[config.mk]
export PLATFORM = sky130hd
export DESIGN_NAME = pulse_voice_alloc
export DESIGN_NICKNAME = d
export VERILOG_FILES = /design/src/rtl/pulse_voice_alloc.sv
export SDC_FILE = /design/constraint.sdc
export NUM_CORES = 1
export LEC_CHECK = 0
export ABC_AREA = 1
export CORE_MARGIN = 1.5
export CORE_UTILIZATION = 56
export DETAILED_ROUTE_END_ITERATION = 16
export PLACE_DENSITY = 0.8
export SYNTH_ARGS = -nofsm -noshare
export SYNTH_HDL_FRONTEND = slang
export SYNTH_SLANG_ARGS = --single-unit
[constraint.sdc]
create_clock -name clk -period 3.65 [get_ports clk]
set_clock_uncertainty 0.2 [all_clocks]
set_input_delay 0.73 -clock clk [delete_from_list [all_inputs] [get_ports clk]]
set_output_delay 0.73 -clock clk [all_outputs]
set_load 0.005 [all_outputs]
[src/rtl/pulse_voice_alloc.sv]
// pulse_voice_alloc: key on/off event allocator driving a bank of pulse_channel voices
module pulse_voice_alloc #(
  parameter int VOICES = 4,
  parameter int PHASE_BITS = 18,
  parameter int AGE_BITS = 8
) (
  input  logic                         clk,
  input  logic                         rst,
  input  logic                         tick_clk,
  input  logic                         song_clk,
  input  logic                         ev_valid,
  output logic                         ev_ready,
  input  logic                         ev_on,
  input  logic [6:0]                   ev_key,
  input  logic                         panic,
  output logic [VOICES-1:0]            voice_note_on,
  output logic [VOICES-1:0]            voice_trigger,
  output logic [VOICES*PHASE_BITS-1:0] voice_phase_inc
);
  localparam int IW = $clog2(VOICES);
  localparam logic [1:0] IDLE = 2'd0, SCAN = 2'd1, COMMIT = 2'd2;
  localparam logic [14:0] BASE [16] = '{15'd11431, 15'd12110, 15'd12830, 15'd13593,
                                        15'd14402, 15'd15258, 15'd16165, 15'd17126,
                                        15'd18145, 15'd19224, 15'd20367, 15'd21578,
                                        15'd0, 15'd0, 15'd0, 15'd0};
  logic [1:0] state_q, state_d;
  logic [IW-1:0] idx_q, idx_d, fm_q, fm_d, ff_q, ff_d, old_q, old_d, tgt;
  logic mf_q, mf_d, hf_q, hf_d, ev_on_q, ev_on_d, step;
  logic [6:0] ev_key_q, ev_key_d;
  logic [VOICES-1:0] mask_q, mask_d, on_q, on_d, trig_q, trig_d;
  logic [AGE_BITS-1:0] old_age_q, old_age_d;
  logic [VOICES-1:0][6:0] key_q, key_d;
  logic [VOICES-1:0][AGE_BITS-1:0] age_q, age_d;
  logic [VOICES-1:0][PHASE_BITS-1:0] ph_q, ph_d;
  logic [2:0] oct;
  logic [3:0] semi;
  logic [PHASE_BITS-1:0] ph_new;
  assign step = tick_clk & song_clk;
  assign oct = 3'(ev_key_q / 7'd12);
  assign semi = 4'(ev_key_q % 7'd12);
  assign ph_new = PHASE_BITS'(BASE[semi]) >> (3'd7 - oct);
  assign tgt = mf_q ? fm_q : hf_q ? ff_q : old_q;
  assign ev_ready = state_q == IDLE;
  assign voice_note_on = on_q;
  assign voice_trigger = trig_q;
  assign voice_phase_inc = ph_q;
  always_comb begin
    state_d = state_q;
    idx_d = idx_q;
    fm_d = fm_q;
    ff_d = ff_q;
    old_d = old_q;
    mf_d = mf_q;
    hf_d = hf_q;
    ev_on_d = ev_on_q;
    ev_key_d = ev_key_q;
    mask_d = mask_q;
    old_age_d = old_age_q;
    on_d = on_q;
    trig_d = trig_q;
    key_d = key_q;
    age_d = age_q;
    ph_d = ph_q;
    for (int i = 0; i < VOICES; i++) begin
      if (step) begin
        trig_d[i] = 1'b0;
        age_d[i] = &age_q[i] ? age_q[i] : age_q[i] + 1'b1;
      end
    end
    if (state_q == IDLE && ev_valid) begin
      state_d = SCAN;
      idx_d = '0;
      ev_on_d = ev_on;
      ev_key_d = ev_key;
      mask_d = '0;
      mf_d = 1'b0;
      hf_d = 1'b0;
    end else if (state_q == SCAN) begin
      if (on_q[idx_q] && key_q[idx_q] == ev_key_q) begin
        mask_d[idx_q] = 1'b1;
        if (!mf_q) begin
          mf_d = 1'b1;
          fm_d = idx_q;
        end
      end
      if (!on_q[idx_q] && !hf_q) begin
        hf_d = 1'b1;
        ff_d = idx_q;
      end
      if (idx_q == '0 || age_q[idx_q] > old_age_q) begin
        old_d = idx_q;
        old_age_d = age_q[idx_q];
      end
      idx_d = idx_q + 1'b1;
      if (idx_q == IW'(VOICES - 1)) state_d = COMMIT;
    end else if (state_q == COMMIT) begin
      state_d = IDLE;
      if (ev_key_q <= 7'd95) begin
        if (ev_on_q) begin
          key_d[tgt] = ev_key_q;
          on_d[tgt] = 1'b1;
          trig_d[tgt] = 1'b1;
          age_d[tgt] = '0;
          ph_d[tgt] = ph_new;
        end else begin
          on_d = on_q & ~mask_q;
        end
      end
    end
    if (panic) begin
      on_d = '0;
      trig_d = '0;
    end
  end
  always_ff @(posedge clk) begin
    if (rst) begin
      state_q <= IDLE;
      idx_q <= '0;
      fm_q <= '0;
      ff_q <= '0;
      old_q <= '0;
      mf_q <= 1'b0;
      hf_q <= 1'b0;
      ev_on_q <= 1'b0;
      ev_key_q <= '0;
      mask_q <= '0;
      old_age_q <= '0;
      on_q <= '0;
      trig_q <= '0;
      key_q <= '0;
      age_q <= '0;
      ph_q <= '0;
    end else begin
      state_q <= state_d;
      idx_q <= idx_d;
      fm_q <= fm_d;
      ff_q <= ff_d;
      old_q <= old_d;
      mf_q <= mf_d;
      hf_q <= hf_d;
      ev_on_q <= ev_on_d;
      ev_key_q <= ev_key_d;
      mask_q <= mask_d;
      old_age_q <= old_age_d;
      on_q <= on_d;
      trig_q <= trig_d;
      key_q <= key_d;
      age_q <= age_d;
      ph_q <= ph_d;
    end
  end
endmodule

==> flow_metrics.tcl <==
set metrics [dict create \
    outcome "completed" \
    synth_top_area_share_pct 40.8 \
    finalSetupViolCount 0 \
    synthTopCellsByArea "sky130_fd_sc_hd__dfxtp_1, sky130_fd_sc_hd__nand2_1, sky130_fd_sc_hd__nand3_1" \
    required_ps 3780 \
    p_per_area_nw_per_um2 474 \
    syn_area_um2 7850 \
    cell_type_with_the_largest_total_area_after_synthesis "sky130_fd_sc_hd__dfxtp_1" \
    htreeDepth 4 \
    ant_nets 0 \
    cts_tree "built" \
    ctsHoldBuffers 0 \
    fillers 1179 \
    antenna_cells_inserted 0 \
    synth-simple-area-share_pct 31.4 \
    dpl.hpwl_um 14500 \
    first_global_vias 6837 \
    area.growth.synth_to_final_pct 19.9 \
    synthAdderAreaFrac_pct 3.51 \
    routed_wl_um 20500 \
    total_leakage_power_nw 3.80 \
    layout_worst_path_cycle_share_pct 83.3 \
    final_cell_count_no_fill 1323 \
    ys_ff_latch 160 \
    gp_routability_congestion 0.955 \
    drt-pass1-iter-count 5 \
    setup_tns_ps 0 \
    synth_compound_gate_area_share_pct 13.9 \
    drc 0 \
    combinational_family_with_the_most_area_after_synthesis "simple AND/OR/NAND/NOR gates" \
    final_nets 1166 \
    drt-wirelength-per-cell_um 15.5 \
    grt_setup_unrepaired "false" \
    yosys-mux-area-fraction_pct 0 \
    per_instance_average_area_after_synthesis_um2 7.44 \
    overflow 0 \
    cts.sinks 160 \
    highest_clock_rate_mhz 329 \
    path_max_fanout 21 \
    timing.critical_path.arrival_ps 3180 \
    cts_resized 0 \
    final_max_slew_viol_count 0 \
    cts_max_path_buffers 2 \
    synth.yosys.warnings 0 \
    die_height_um 121 \
    chipWidth_um 121 \
    total_setup_buffers_inserted_after_cts 0 \
    core.rowCount 43 \
    power.ir.vdd_worst_uv 320 \
    fp.coreArea_um2 13800 \
    post_synth_xor_area_fraction_pct 2.34 \
    design.portCount 95 \
    holdWs_ps 253 \
    antenna_violations_before_repair 0 \
    avgViaCountPerCell 5.59 \
    placedInstanceArea_um2 8780 \
    primary_ff_master_synth "sky130_fd_sc_hd__dfxtp_1" \
    hold_path_class "register to register" \
    post_synth_num_cell_types 43 \
    post-synth-top-count-cell "sky130_fd_sc_hd__nand2_1" \
    hold_viol 0 \
    final.min_clock_period_ps 3040 \
    detailroute.via_count 7395 \
    drv.max_cap_violation_count 0 \
    start_util_pct 57.0 \
    wire_length_of_the_first_global_routing_pass_um 33600 \
    grt_max_degree 42 \
    crit_type "register to register" \
    slew_headroom_pct 43.8 \
    grt_use_total_pct 28.9 \
    crit_path_end_kind "register" \
    clk_latency_ps 430 \
    synth-seq-area-share_pct 40.8 \
    async_reset_ff_share_pct 0 \
    setup.worst_path.start_class "register" \
    die-area_um2 14700 \
    portBuffers 82 \
    synth-edff-count 0 \
    dp_cells 1291 \
    synthTopCellsByCount "sky130_fd_sc_hd__nand2_1, sky130_fd_sc_hd__dfxtp_1, sky130_fd_sc_hd__nand3_1" \
    numCtsBuffers 17 \
    cts.clk_slew.worst_paths_ps 70 \
    final_area_um2 9410 \
    tightestPinTransition_ps 843 \
    post_synth_inst_count 1055 \
    clock_root_buffer "sky130_fd_sc_hd__clkbuf_16" \
    drt-initial-drc-count 646 \
    drive_gt1_share_pct 11.4 \
]
-- per-layer routing --
layer	wire (um)	GRT usage, %	vias up	part of all wire, %
met3	1340	6.77	35	6.5
li1	-	-	3637	-
met2	9670	47.0	266	47
met1	9200	38.1	3457	45
met4	339	8.75	0	1.7
met5	0	0	-	0
-- worst max-delay path: stages (launching register included) --
cell and delay, ps:
sky130_fd_sc_hd__dfxtp_1 320, sky130_fd_sc_hd__inv_1 460, sky130_fd_sc_hd__buf_4 260, sky130_fd_sc_hd__a21oi_1 60, sky130_fd_sc_hd__o21ai_0 120, sky130_fd_sc_hd__o21ai_0 180, sky130_fd_sc_hd__ha_1 320, sky130_fd_sc_hd__nand4_1 80
sky130_fd_sc_hd__inv_1 80, sky130_fd_sc_hd__nand3_1 60, sky130_fd_sc_hd__nor2_1 90, sky130_fd_sc_hd__o21bai_1 80, sky130_fd_sc_hd__nand2_1 180, sky130_fd_sc_hd__buf_4 210, sky130_fd_sc_hd__nor2_1 60, sky130_fd_sc_hd__a211oi_1 190
-- registers in the layout, summed over array words and instances (netlist names) --
name and flops:
age_q 32, hf_q 1, ev_key_q 7, voice_note_on 4, fm_q 2, old_q 2, ff_q 2, idx_q 2
key_q 28, voice_trigger 4, ev_on_q 1, mf_q 1, mask_q 4, state_q 2, voice_phase_inc 60, old_age_q 8
-- power by group --
| group | leakage [nW] | internal, mW | total (mW) | switching, mW |
|---|---|---|---|---|
| clock network | 0.300 | 1.16 | 1.91 | 0.742 |
| registers | 1.29 | 1.77 | 1.80 | 0.0267 |
| logic | 2.21 | 0.224 | 0.756 | 0.531 |
-- cell type report --
| class | instances | area (um2) | share of cell area (%) |
|---|---|---|---|
| inverter | 91 | 342 | 3.63 |
| clock buffer | 19 | 443 | 4.71 |
| timing repair buffer | 99 | 948 | 10.1 |
| tap | 180 | 225 | 2.39 |
| clock inverter | 13 | 184 | 1.96 |
| multi-input combinational | 761 | 4060 | 43.2 |
| sequential | 160 | 3200 | 34.0 |
-- cells in the final DEF, fill, tap and decap left out, drive strengths merged, types with 3 or more instances in the layout --
cell type        n
xor2            19
nand3          158
a21oi           71
dfxtp          160
o211ai           3
clkbuf          19
a221oi           3
clkinvlp         3
nor2            61
buf             17
or2              5
clkinv           7
nand2          263
nand3b           3
conb            12
bufinv           4
clkdlybuf4s50   82
nand4            8
o21ai           91
a211oi          11
o22ai           13
ha              22
inv             90
nor3             6
-- path summary, 6_finish.rpt --
check,slack [ps],endpoint,from,depth (start not counted)
worst min register to register,250,voice_phase_inc[38]$_SDFFE_PP0P_,voice_phase_inc[38]$_SDFFE_PP0P_,2
worst min-delay path,250,voice_phase_inc[38]$_SDFFE_PP0P_,voice_phase_inc[38]$_SDFFE_PP0P_,2
worst max register to register,610,old_age_q[5]$_SDFFE_PP0P_,idx_q[0]$_SDFFE_PP0P_,15
worst max-delay path,610,old_age_q[5]$_SDFFE_PP0P_,idx_q[0]$_SDFFE_PP0P_,15
-- cell families (layout without fill, tap and decap cells) --
group / count (synthesis) / in the layout
compound gates: 197 / 197
buf+inv: 145 / 222
simple gates: 509 / 509
other cells: 1 / 12
flops: 160 / 160
fa+ha+maj: 22 / 22
xor+xnor: 21 / 21
-- stage by stage --
step           power [mW]  setup WS, ps  util [%]
5_1_grt              4.62           344      68.3
3_3_place_gp         2.56           725      63.8
4_1_cts              4.45           638      68.3
2_1_floorplan        2.43           894         -
6_report             4.46           609      68.3
3_5_place_dp         2.57           666      63.8
Note: power is estimated with default switching activity, not from simulation.
